===== config.mk =====
export PLATFORM = sky130hd
export DESIGN_NAME = ifu_fetch
export DESIGN_NICKNAME = d
export VERILOG_FILES = /design/src/rtl/ifu_fetch.sv
export SDC_FILE = /design/constraint.sdc
export NUM_CORES = 1
export LEC_CHECK = 0
export CORE_ASPECT_RATIO = 2
export CORE_MARGIN = 2
export CORE_UTILIZATION = 40
export CTS_BUF_LIST = sky130_fd_sc_hd__clkbuf_4 sky130_fd_sc_hd__clkbuf_8 sky130_fd_sc_hd__clkbuf_16
export CTS_CLUSTER_SIZE = 25
export DETAILED_ROUTE_END_ITERATION = 12
export GPL_ROUTABILITY_DRIVEN = 0
export PLACE_DENSITY = 0.79
export SETUP_SLACK_MARGIN = 0.02
export SYNTH_ARGS = -nofsm -noshare
export SYNTH_HDL_FRONTEND = slang
export SYNTH_SLANG_ARGS = --single-unit

===== constraint.sdc =====
create_clock -name clk -period 1.7 [get_ports clk]
set_input_delay 0.17 -clock clk [delete_from_list [all_inputs] [get_ports clk]]
set_output_delay 0.17 -clock clk [all_outputs]
set_load 0.01 [all_outputs]

===== src/rtl/ifu_fetch.sv =====
// ---------------------------------------------------------------------------
// ifu_fetch -- instruction fetch unit for the NPC core.
//
// Holds the PC, issues one 32-bit read at a time to the instruction-memory
// port (valid/ready request, valid-only response) and hands each fetched word
// with its PC to decode over a valid/ready handshake. Accepts redirects from
// execute and a halt from the ebreak path. No prefetch: at most one read is
// outstanding.
//
// Optional feature macro: IFU_MISALIGN_CHECK_EN
//   defined   : a redirect to a non word-aligned target parks the unit in
//               FAULT (misalign_fault=1, inst_pc = faulting target).
//   undefined : redirect_pc[1:0] is forced to 2'b00, misalign_fault is 0.
//
// Ports:
//   clk, rst                          clock, synchronous active-high reset
//   mem_req_valid/ready/addr          instruction read request
//   mem_resp_valid/data               read response (never back-pressured)
//   inst_valid/ready, inst, inst_pc   instruction to decode
//   redirect_valid, redirect_pc       branch/jump redirect from execute
//   halt                              stop fetching (ebreak retired)
//   misalign_fault                    misaligned redirect target seen
// ---------------------------------------------------------------------------
module ifu_fetch #(
  parameter logic [31:0] RESET_PC = 32'h8000_0000,
  parameter logic [31:0] PC_STEP  = 32'd4
) (
  input  logic        clk,
  input  logic        rst,
  output logic        mem_req_valid,
  input  logic        mem_req_ready,
  output logic [31:0] mem_req_addr,
  input  logic        mem_resp_valid,
  input  logic [31:0] mem_resp_data,
  output logic        inst_valid,
  input  logic        inst_ready,
  output logic [31:0] inst,
  output logic [31:0] inst_pc,
  input  logic        redirect_valid,
  input  logic [31:0] redirect_pc,
  input  logic        halt,
  output logic        misalign_fault
);

  typedef enum logic [2:0] {
    S_REQ   = 3'd0,
    S_WAIT  = 3'd1,
    S_OUT   = 3'd2,
    S_HALT  = 3'd3,
    S_FAULT = 3'd4
  } state_e;

  state_e      state_q, state_d;
  logic [31:0] pc_q, pc_d;
  logic [31:0] inst_q, inst_d;
  logic [31:0] inst_pc_q, inst_pc_d;
  logic        drop_q, drop_d;       // a read is in flight whose data is stale
  logic        hpend_q, hpend_d;     // halt seen while waiting on a read

  logic [31:0] rd_pc;                // effective redirect target
  logic        rd_fault;             // redirect target is misaligned

`ifdef IFU_MISALIGN_CHECK_EN
  assign rd_pc    = redirect_pc;
  assign rd_fault = redirect_valid && (redirect_pc[1:0] != 2'b00);
`else
  logic unused_rd_lsb;
  assign unused_rd_lsb = ^redirect_pc[1:0];
  assign rd_pc         = {redirect_pc[31:2], 2'b00};
  assign rd_fault      = 1'b0;
`endif

  // ---------------------------------------------------------------------
  // Next-state logic
  // ---------------------------------------------------------------------
  logic stop;
  assign stop = hpend_q || halt;

  always_comb begin
    state_d   = state_q;
    pc_d      = pc_q;
    inst_d    = inst_q;
    inst_pc_d = inst_pc_q;
    drop_d    = drop_q;
    hpend_d   = hpend_q;

    case (state_q)
      S_REQ: begin
        if (halt) begin
          state_d = S_HALT;
        end else if (redirect_valid) begin
          // Redirect wins over an accept; the request was never offered.
          if (rd_fault) begin
            state_d   = S_FAULT;
            inst_pc_d = redirect_pc;
          end else begin
            pc_d = rd_pc;
          end
        end else if (mem_req_ready) begin
          state_d = S_WAIT;
        end
      end

      S_WAIT: begin
        if (halt) hpend_d = 1'b1;
        if (rd_fault) begin
          // Outstanding response will land in FAULT and be ignored there.
          state_d   = S_FAULT;
          inst_pc_d = redirect_pc;
          drop_d    = 1'b0;
          hpend_d   = 1'b0;
        end else if (mem_resp_valid) begin
          drop_d  = 1'b0;
          hpend_d = 1'b0;
          if (redirect_valid) pc_d = rd_pc;
          if (redirect_valid || drop_q || stop) begin
            state_d = stop ? S_HALT : S_REQ;
          end else begin
            inst_d    = mem_resp_data;
            inst_pc_d = pc_q;
            state_d   = S_OUT;
          end
        end else if (redirect_valid) begin
          // Read still in flight: remember to throw its data away.
          pc_d   = rd_pc;
          drop_d = 1'b1;
        end
      end

      S_OUT: begin
        if (redirect_valid) begin
          if (rd_fault) begin
            state_d   = S_FAULT;
            inst_pc_d = redirect_pc;
          end else begin
            pc_d    = rd_pc;
            state_d = S_REQ;
          end
        end else if (inst_ready) begin
          pc_d    = pc_q + PC_STEP;
          state_d = halt ? S_HALT : S_REQ;
        end
      end

      S_HALT:  state_d = S_HALT;
      S_FAULT: state_d = S_FAULT;
      default: state_d = S_REQ;
    endcase
  end

  // ---------------------------------------------------------------------
  // State registers
  // ---------------------------------------------------------------------
  always_ff @(posedge clk) begin
    if (rst) begin
      state_q   <= S_REQ;
      pc_q      <= RESET_PC;
      inst_q    <= 32'd0;
      inst_pc_q <= 32'd0;
      drop_q    <= 1'b0;
      hpend_q   <= 1'b0;
    end else begin
      state_q   <= state_d;
      pc_q      <= pc_d;
      inst_q    <= inst_d;
      inst_pc_q <= inst_pc_d;
      drop_q    <= drop_d;
      hpend_q   <= hpend_d;
    end
  end

  // ---------------------------------------------------------------------
  // Outputs
  // ---------------------------------------------------------------------
  // The request is withdrawn in a cycle where halt or a redirect takes
  // precedence, so memory never sees a handshake the unit does not track.
  assign mem_req_valid = !rst && (state_q == S_REQ) && !halt && !redirect_valid;
  assign mem_req_addr  = pc_q;
  assign inst_valid    = !rst && (state_q == S_OUT) && !redirect_valid;
  assign inst          = inst_q;
  assign inst_pc       = inst_pc_q;

`ifdef IFU_MISALIGN_CHECK_EN
  assign misalign_fault = !rst && (state_q == S_FAULT);
`else
  assign misalign_fault = 1'b0;
`endif

endmodule


==> reports/metrics.cfg, run 1 <==
[logic_synthesis]
synthFlopType=dfxtp_1
ys_ff_latch=97
synth_cell_types=64
synth_warnings=0
synth_edf_count=0
syn_area_mm2=0.00452
avgSynthCellArea_um2=7.71
synth-seq-area-share=0.429
ys_async_sr_fraction=0
syn_inst=587

[timing]
period_minus_slack_ps=1810
finalMaxSlewViolations=0
setup_violations=18
fmax_mhz=552
rsz0062_at_grt=true
timing.final.crit_share=1.07
finClkSkew_ps=7.16
hold_viol=0
final.setup.tns_ps=-863
timing.final.ws_setup_ps=-111

[job]
maxCapViolCount=0

[global_route]
grt_pass1_wl_um=24500
globalRouteOverflowTotal=0
grt_use_total=0.249
antenna_found_initial=0
grt_pass1_vias=4956
grt_max_degree=94

[power]
p_int_mw=5.53
power_frac_clock=0.245
p_seq_frac=0.332
ir_drop_mv=0.587
p_comb_frac=0.423
swShare=0.341
p_sw_mw=2.86
powerDensity_mw_per_mm2=1090
power_leakage_nw=2.79

[die]
start_util=0.406
rows=55
ioPinCount=170
die-area_mm2=0.0122
die_h_um=154
core_area_mm2=0.0111
die_x_um=79.2

[detailed_routing]
drt_iter0_drc=536
vias=5441
drt_first_pass_iters=9
viasPerCell=5.64
wl_per_cell_um=17.9
drc_errors=0
finalWirelength_um=17300
ant_nets=0

[setup_path]
worstSetupStartpointType=flop
crit_start=mem_req_addr[2]
r2r-end=mem_req_addr[21]
r2r_slack_ps=-110
critical_path_class=flop to flop
crit_end=mem_req_addr[21]
cp.required_ps=1990
cp-end-kind=flop
r2r-start=mem_req_addr[2]
cp_max_fo=6
critPathArrivalTime_ps=2100
ff2ff_path_depth=7

[clock_tree]
htreeDepth=3
holdBufCountCts=0
cts_buffers=9
clk_pin_slew_worst_paths_ps=70
root_buffer=clkbuf_16
tritoncts=done
clkSinkCount=97
clock_path_buffers=2
clk_latency_ps=340

[outcome]
violations=negative setup slack
status=finished, violations left

[min_path]
hp-class=input pin to flop

[cells_and_area]
layout-drive-gt1-share=0.231
num_antenna_cells=0
nets=891
regArea_mm2=0.00196
fillers=853
fin_cells=965
syn_to_final_growth_pct=69.7
multi_input_area_mm2=0.00263
utilization=0.688

[place]
port_buffers=162
dpl.hpwl_um=10600
dp.cells=924

## worst min path at each step
stage / slack, ps / endpoint / startpoint / cells past startpoint
final: 340 / state_q[0] / rst / 3
after global routing: 380 / inst[6] / mem_resp_data[6] / 3
after CTS: 360 / inst[26] / mem_resp_data[26] / 3
after detailed placement: 450 / inst_pc[25] / inst_pc[25] / 2
after global placement: 440 / inst_pc[3] / inst_pc[3] / 2
after floorplan: 270 / hpend_q / mem_resp_valid / 1
## area by class of cell
cell class	count	share of cell area
sequential	97	0.255
inverter	5	0.00245
clock buffer	11	0.0313
clock inverter	4	0.00685
multi-input combinational	440	0.343
timing repair buffer	266	0.338
tap	142	0.0232
## timing repair
item	4_1_cts	5_1_grt
pin swaps	10	32
buffers inserted	6	16
endpoints found under the hold margin	0	0
cloned	0	4
setup endpoints to repair	38	90
gates resized for setup	31	56
## per-stage QoR
step                power (mW)  instance area [um2]  setup slack, ps  hold slack, ps
floorplan                 4.09                 4560            -15.6             267
global placement          5.47                 6770             -350             441
detailed placement        5.51                 6770             -365             447
CTS                       7.71                 7200            -90.2             361
global route              8.73                 7670             -224             380
finish                    8.39                 7670             -111             344
## worst max-delay path, stage by stage, from the launching register on
cell and delay (ps):
dfxtp_2 360, buf_6 120, nand4_1 160, buf_4 210
nor4_4 350, a211oi_2 140, a2111oi_2 230, o31a_1 190
## power by group through the flow
| stage | Clock [mW] | Sequential, mW | Combinational, mW |
|---|---|---|---|
| after floorplan | 0 | 2.94 | 1.15 |
| after global placement | 0 | 2.78 | 2.69 |
| after detailed placement | 0 | 2.79 | 2.72 |
| after CTS | 2.07 | 2.76 | 2.87 |
| after global routing | 2.18 | 2.81 | 3.74 |
| final | 2.06 | 2.79 | 3.55 |
## cell usage after synthesis, types with 5 or more instances
library cell / instances / area share
a211oi_1: 14 / 0.023
nor3_1: 14 / 0.015
o22ai_1: 8 / 0.011
nor2_1: 21 / 0.017
a21oi_1: 91 / 0.10
buf_4: 6 / 0.010
nand4_1: 7 / 0.0097
nand3_1: 16 / 0.018
a31oi_1: 8 / 0.011
o21ai_0: 19 / 0.021
buf_2: 22 / 0.024
nand2_1: 157 / 0.13
clkbuf_1: 20 / 0.017
nand2b_1: 5 / 0.0069
nor4_1: 5 / 0.0069
dfxtp_1: 97 / 0.43
## placed cells by master (no fill, tap or decap), drive strengths merged, types with 4 or more instances in the layout
cell type      instances
a211oi                15
a21oi                 92
a311oi                 4
a31oi                  8
and2                   4
and3                   4
buf                  104
clkbuf                14
clkdlybuf4s50        158
conb                   5
dfxtp                 97
inv                    6
nand2                157
nand2b                 5
nand3                 17
nand4                  9
nor2                  22
nor3                  19
nor4                   6
o21ai                 23
o22ai                  8
## registers in the layout (all words and copies together), names as in the netlist
signal,cells
hpend_q,1
state_q,3
drop_q,1
mem_req_addr,30
inst,32
inst_pc,30
## cell families (layout without fill, tap and decap cells)
family	count (synthesis)	after routing	share of synthesized area
multiplexers	2	2	0.00443
other	1	5	0.000829
buffers and inverters	54	286	0.0559
AO/OA/AOI/OAI	171	171	0.227
adder cells (fa/ha/maj)	1	1	0.00277
AND/OR/NAND/NOR	261	261	0.280
flip-flops	97	97	0.429
## metal layers
| layer | part of all wire | track usage |
|---|---|---|
| met2 | 0.49 | 0.401 |
| met4 | 0.041 | 0.0944 |
| met5 | 0 | 0 |
| met1 | 0.37 | 0.311 |
| met3 | 0.10 | 0.0741 |
Note: power is estimated with default switching activity, not from simulation.
==> inputs of run 2 (changes only) <==
--- a/config.mk
+++ b/config.mk
@@ -7,12 +7,12 @@
 export LEC_CHECK = 0
 export CORE_ASPECT_RATIO = 2
 export CORE_MARGIN = 2
-export CORE_UTILIZATION = 40
+export CORE_UTILIZATION = 44
 export CTS_BUF_LIST = sky130_fd_sc_hd__clkbuf_4 sky130_fd_sc_hd__clkbuf_8 sky130_fd_sc_hd__clkbuf_16
 export CTS_CLUSTER_SIZE = 25
 export DETAILED_ROUTE_END_ITERATION = 12
 export GPL_ROUTABILITY_DRIVEN = 0
-export PLACE_DENSITY = 0.79
+export PLACE_DENSITY = 0.82
 export SETUP_SLACK_MARGIN = 0.02
 export SYNTH_ARGS = -nofsm -noshare
 export SYNTH_HDL_FRONTEND = slang
==> constraint.sdc (replaced) <==
create_clock -name clk -period 1.8 [get_ports clk]
set_input_delay 0.18 -clock clk [delete_from_list [all_inputs] [get_ports clk]]
set_output_delay 0.18 -clock clk [all_outputs]
set_load 0.01 [all_outputs]
==> run 2 against run 1 <==
The run now ends clean. Sequential power down 4%. Combinational power decreased by 18%. Fmax rose by 1.2%. Core utilization rose by 4.5 points. Non-clock buffer count shrank 10. Cell count is 1.7% lower. Total power shrank 9.8%. Hold slack worse by 16 ps.
==> reports/metrics.cfg, run 2 (synthesis results as in run 1) <==
[die]
die_x_um=75.7
die-area_mm2=0.0112
start_util=0.449
rows=52
ioPinCount=170
die_h_um=147
core_area_mm2=0.0101

[cells_and_area]
num_antenna_cells=0
mostFrequentLayoutCell=clkdlybuf4s50_1
utilization=0.733
postLayoutCellArea_mm2=0.00739
fin_cells=949
nets=881
layout_common_cells=clkdlybuf4s50_1 (159), nand2_1 (156), a21oi_1 (90), dfxtp_1 (81), buf_4 (81)
syn_to_final_growth_pct=63.5
multi_input_area_mm2=0.00250
largest_reg_flops=32
layout-drive-gt1-share=0.209
regArea_mm2=0.00197
fillers=726

[timing]
hold_ws_ps=327
maxSlewHeadroom=0.588
finClkSkew_ps=8.03
finalMaxSlewViolations=0
hold_viol=0
period_minus_slack_ps=1790
worst_slew_pin_slew_ps=617
rsz0062_at_grt=true
final.setup.tns_ps=0
timing.final.crit_share=0.994
timing.final.ws_setup_ps=10.4
fmax_mhz=559
setup_violations=0

[setup_path]
ff2ff_path_depth=6
crit_chain=nand2_1 > nor4_2 > buf_4 > nand4_1 > nor3b_1 > a211oi_1
r2r-end=mem_req_addr[31]
path_delay_family=simple AND/OR/NAND/NOR gates
critPathArrivalTime_ps=2050
crit_buf_inv=1
cp_max_fo=5
crit_path_max_incr_delay_ps=470
r2r_slack_ps=10
cp_slowest_cell=nor4_2
worstSetupStartpointType=flop
cp.required_ps=2060
critical_path_class=flop to flop
cp-end-kind=flop
r2r-start=mem_req_addr[25]

[detailed_routing]
ant_nets=0
drt_iter0_drc=487
drc_errors=0
viasPerCell=5.70
wl_per_cell_um=17.3
vias=5413
finalWirelength_um=16400
drt_first_pass_iters=5

[power]
ir_drop_mv=0.672
report.power.total_mw=7.57
p_seq_frac=0.356
swShare=0.332
p_int_mw=5.06
p_sw_mw=2.51
power_frac_clock=0.262
power_leakage_nw=2.68
p_comb_frac=0.383
powerDensity_mw_per_mm2=1020

[place]
port_buffers=162
pre_cts_ws_ps=-232
dp.cells=918
dpl.hpwl_um=11100
post_dp_cell_area_mm2=0.00677

[min_path]
hp-class=input pin to flop
hold_path_startpoint=rst
worstHoldPathCells=5
holdPathEnd=mem_req_addr[22]

[clock_tree]
clock_path_buffers=2
root_buffer=clkbuf_16
holdBufCountCts=0
clk_pin_slew_worst_paths_ps=70
clk_latency_ps=340
tritoncts=done
cts_buffers=9
clkSinkCount=97
htreeDepth=3

[global_route]
globalRouteOverflowTotal=0
grt_pass1_vias=5232
grt_max_degree=54
antenna_found_initial=0
grt_use_total=0.281
grt_pass1_wl_um=24600

[outcome]
status=completed

[job]
maxCapViolCount=0

run 2: changes by cell type in the layout (fill, tap and decap cells not counted), moves of 3 or more:
| cell | before | now |
|---|---|---|
| dfxtp_1 | 88 | 81 |
| dfxtp_4 | 1 | 4 |
| a21oi_2 | 6 | 1 |
| o21ai_0 | 15 | 18 |
| buf_6 | 12 | 6 |
| dfxtp_2 | 8 | 12 |
| a21oi_1 | 85 | 90 |
| nor2_4 | 3 | 0 |
run 2: how the worst max path moves through the flow:
stage	slack (ps)	endpoint	start	depth (start not counted)
after floorplan	30	mem_req_addr[26]	mem_req_addr[5]	5
after global placement	-160	mem_req_addr[25]	redirect_valid	7
after detailed placement	-230	mem_req_addr[25]	redirect_valid	7
after CTS	30	mem_req_addr[31]	mem_req_addr[21]	6
after global routing	-110	mem_req_addr[31]	mem_req_addr[25]	6
final	10	mem_req_addr[31]	mem_req_addr[25]	6
run 2: routing by layer:
layer / wire length, um / up-vias / track usage / part of all wire
met1: 5680 / 2517 / 0.313 / 0.35
li1: - / 2505 / - / -
met3: 1110 / 89 / 0.0389 / 0.068
met4: 948 / 0 / 0.152 / 0.058
met2: 8640 / 302 / 0.490 / 0.53
met5: 0 / - / 0 / 0
run 2: worst register-to-register path: stages, from the launching register on:
cell and delay, ps:
dfxtp_1 330, nand2_1 190, nor4_2 470, buf_4 200
nand4_1 160, nor3b_1 200, a211oi_1 160
run 2: repair_timing:
item                                    4_1_cts  5_1_grt
resized for setup                            14       48
pin swaps                                     5       16
endpoints found under the setup margin       20       88
cloned                                        0        1
setup buffers                                 5        9
run 2: layout make-up:
type,instances,area share
clock buffers,12,0.0352
clock inverters,4,0.00694
flip-flops and latches,97,0.267
repair buffers,256,0.328
multi-input cells,440,0.338
inverters,5,0.00254
well taps,135,0.0228
run 2: power groups by stage:
stage	logic (mW)	clock network [mW]	registers (mW)
after global placement	2.45	0	2.66
after CTS	2.56	2.01	2.64
after detailed placement	2.51	0	2.68
final	2.90	1.98	2.69
after global routing	3.10	2.10	2.71
after floorplan	1.08	0	2.77
==> variant, RTL diff (settings of run 1) <==
The 5 states of `state_e` get a Gray code encoding in 3 bits.
--- a/src/rtl/ifu_fetch.sv
+++ b/src/rtl/ifu_fetch.sv
@@ -45,7 +45,7 @@
   typedef enum logic [2:0] {
-    S_REQ   = 3'd0,
-    S_WAIT  = 3'd1,
-    S_OUT   = 3'd2,
-    S_HALT  = 3'd3,
-    S_FAULT = 3'd4
+    S_REQ   = 3'b000,
+    S_WAIT  = 3'b001,
+    S_OUT   = 3'b011,
+    S_HALT  = 3'b010,
+    S_FAULT = 3'b110
   } state_e;
Check against the original RTL: no difference found for any inputs over 4 cycles, from zero or initial values and one cycle with rst high; so few cycles prove little.
==> variant against run 1 <==
- sequential cell count unchanged
- worst setup slack worse by 0.16 ns
- clock skew is 0.0030 ns higher
- critical endpoint is now mem_req_addr[29]$_SDFFE_PP0P_
- final area is 0.46% higher
- synthesized area is 2.6% lower
- count of clock-buffer cells in the layout did not move
- the run still ends with setup timing left
- non-clock buffer count decreased by 1
- critical path depth down 1
- wire length is 1.3% higher
- global-route usage increased by 2.3 points
Power is not compared: it rests on default switching activity, and its combinational part moved more than twofold at a synthesized area within 25%.
==> variant: results <==
synth:
  synthCells: 576
  async_reset_ff_share_pct: 0
  ys_types: 55
  synth-main-ff-cell: "dfxtp_1"
  yosysSeqAreaShare_pct: 44.1
  synth_area_leaders: "dfxtp_1, nand2_1, a21oi_1"
  synth_common_cells: "nand2_1, dfxtp_1, a21oi_1, clkbuf_1, nor2_1"
placed_design:
  dp_hpwl_um: 11500
  placed_cells: 912
  dpl_worst_slack_ns: -0.429
  port_buffers: 162
  placed_area_mm2: 0.00678
power:
  power_density_mw_per_mm2: 751
  seqPwrFrac_pct: 42.3
  p_int_mw: 4.16
  p_comb_share_pct: 22.6
cells_and_area:
  layout-drive-gt1-share_pct: 24.2
  diodes: 0
  nets: 878
  final_cells: 951
routing:
  first_pass_iters: 5
  routed_wl_um: 17500
  avgViaCountPerCell: 5.75
  drt_iter0_drc: 398
status:
  run_status: "complete, but fails checks"
  violations: "setup timing"
clock_network:
  post_cts_buffers: 8
  htree_levels: 3
  clk_latency_ns: 0.34
  clock_path_buffers: 2
  clk_pin_slew_ns: 0.07
  cts_resized: 51
global_route:
  grt_pass1_wl_um: 26000
  grt_usage_pct: 27.2
  grt_pass1_vias: 5496
  antenna_found_initial: 0
  grt_max_degree: 39
sta:
  slew_headroom_pct: 66.3
  finalSetupViolCount: 24
  skew_ns: 0.0102
  hold_ws_ns: 0.329
  setup-tns-final_ns: -3.53
  setup_ws_ns: -0.267
min_path:
  min_path_type: "in -> reg"
setup_path:
  cp_max_fo: 3
  cp_data_arrival_time_ns: 2.19
  critPathMaxStageDelay_ns: 0.58
  path_delay_family: "simple AND/OR/NAND/NOR gates"
  crit_slowest_cell: "or4_4"
-- variant: cell count changes after synthesis, moves of 6 or more --
cell	delta
clkbuf_1	+10
nand2_1	-7
a211oi_1	-6
and3_1	+7
buf_2	-10
-- variant: worst paths after layout --
kind	startpoint	endpoint	cells after the start
hold / removal	rst	inst[5]$_SDFFE_PP0P_	3
hold reg to reg	inst_pc[30]$_SDFFE_PP0P_	inst_pc[30]$_SDFFE_PP0P_	2
setup reg to reg	mem_req_addr[3]$_SDFFE_PP0P_	mem_req_addr[29]$_SDFFE_PP0P_	6
setup / recovery	mem_req_addr[3]$_SDFFE_PP0P_	mem_req_addr[29]$_SDFFE_PP0P_	6
-- variant: per-layer routing --
| metal | wire length, µm | share of wire (%) | global-route usage (%) | vias up |
|---|---|---|---|---|
| met4 | 1210 | 6.9 | 19.4 | 0 |
| met5 | 0 | 0 | 0 | - |
| met2 | 9360 | 53 | 50.2 | 320 |
| met1 | 5800 | 33 | 26.3 | 2574 |
| li1 | - | - | - | 2467 |
| met3 | 1150 | 6.5 | 4.68 | 103 |
-- variant: logic make-up (layout without fill, tap and decap cells) --
kind of cell             Yosys count  after routing  share of synthesized area [%]
adder cells (fa/ha/maj)            1              1                          0.284
AND/OR/NAND/NOR                  254            254                           26.9
other                              1              5                         0.0851
flip-flops                        97             97                           44.1
AO/OA/AOI/OAI                    162            162                           22.1
multiplexers                       3              3                          0.682
buffers and inverters             58            289                           5.91
-- variant: layout make-up --
class | count | area, µm²
fill | 780 | 3100
multi-input combinational | 425 | 2640
timing repair buffer | 265 | 2590
sequential | 97 | 1970
clock buffer | 11 | 253
tap | 140 | 175
clock inverter | 5 | 45.0
inverter | 8 | 32.5
-- variant: tightest hold or removal path, stage by stage --
cell,delay [ns]
buf_4,0.15
buf_4,0.24
a21oi_1,0.06
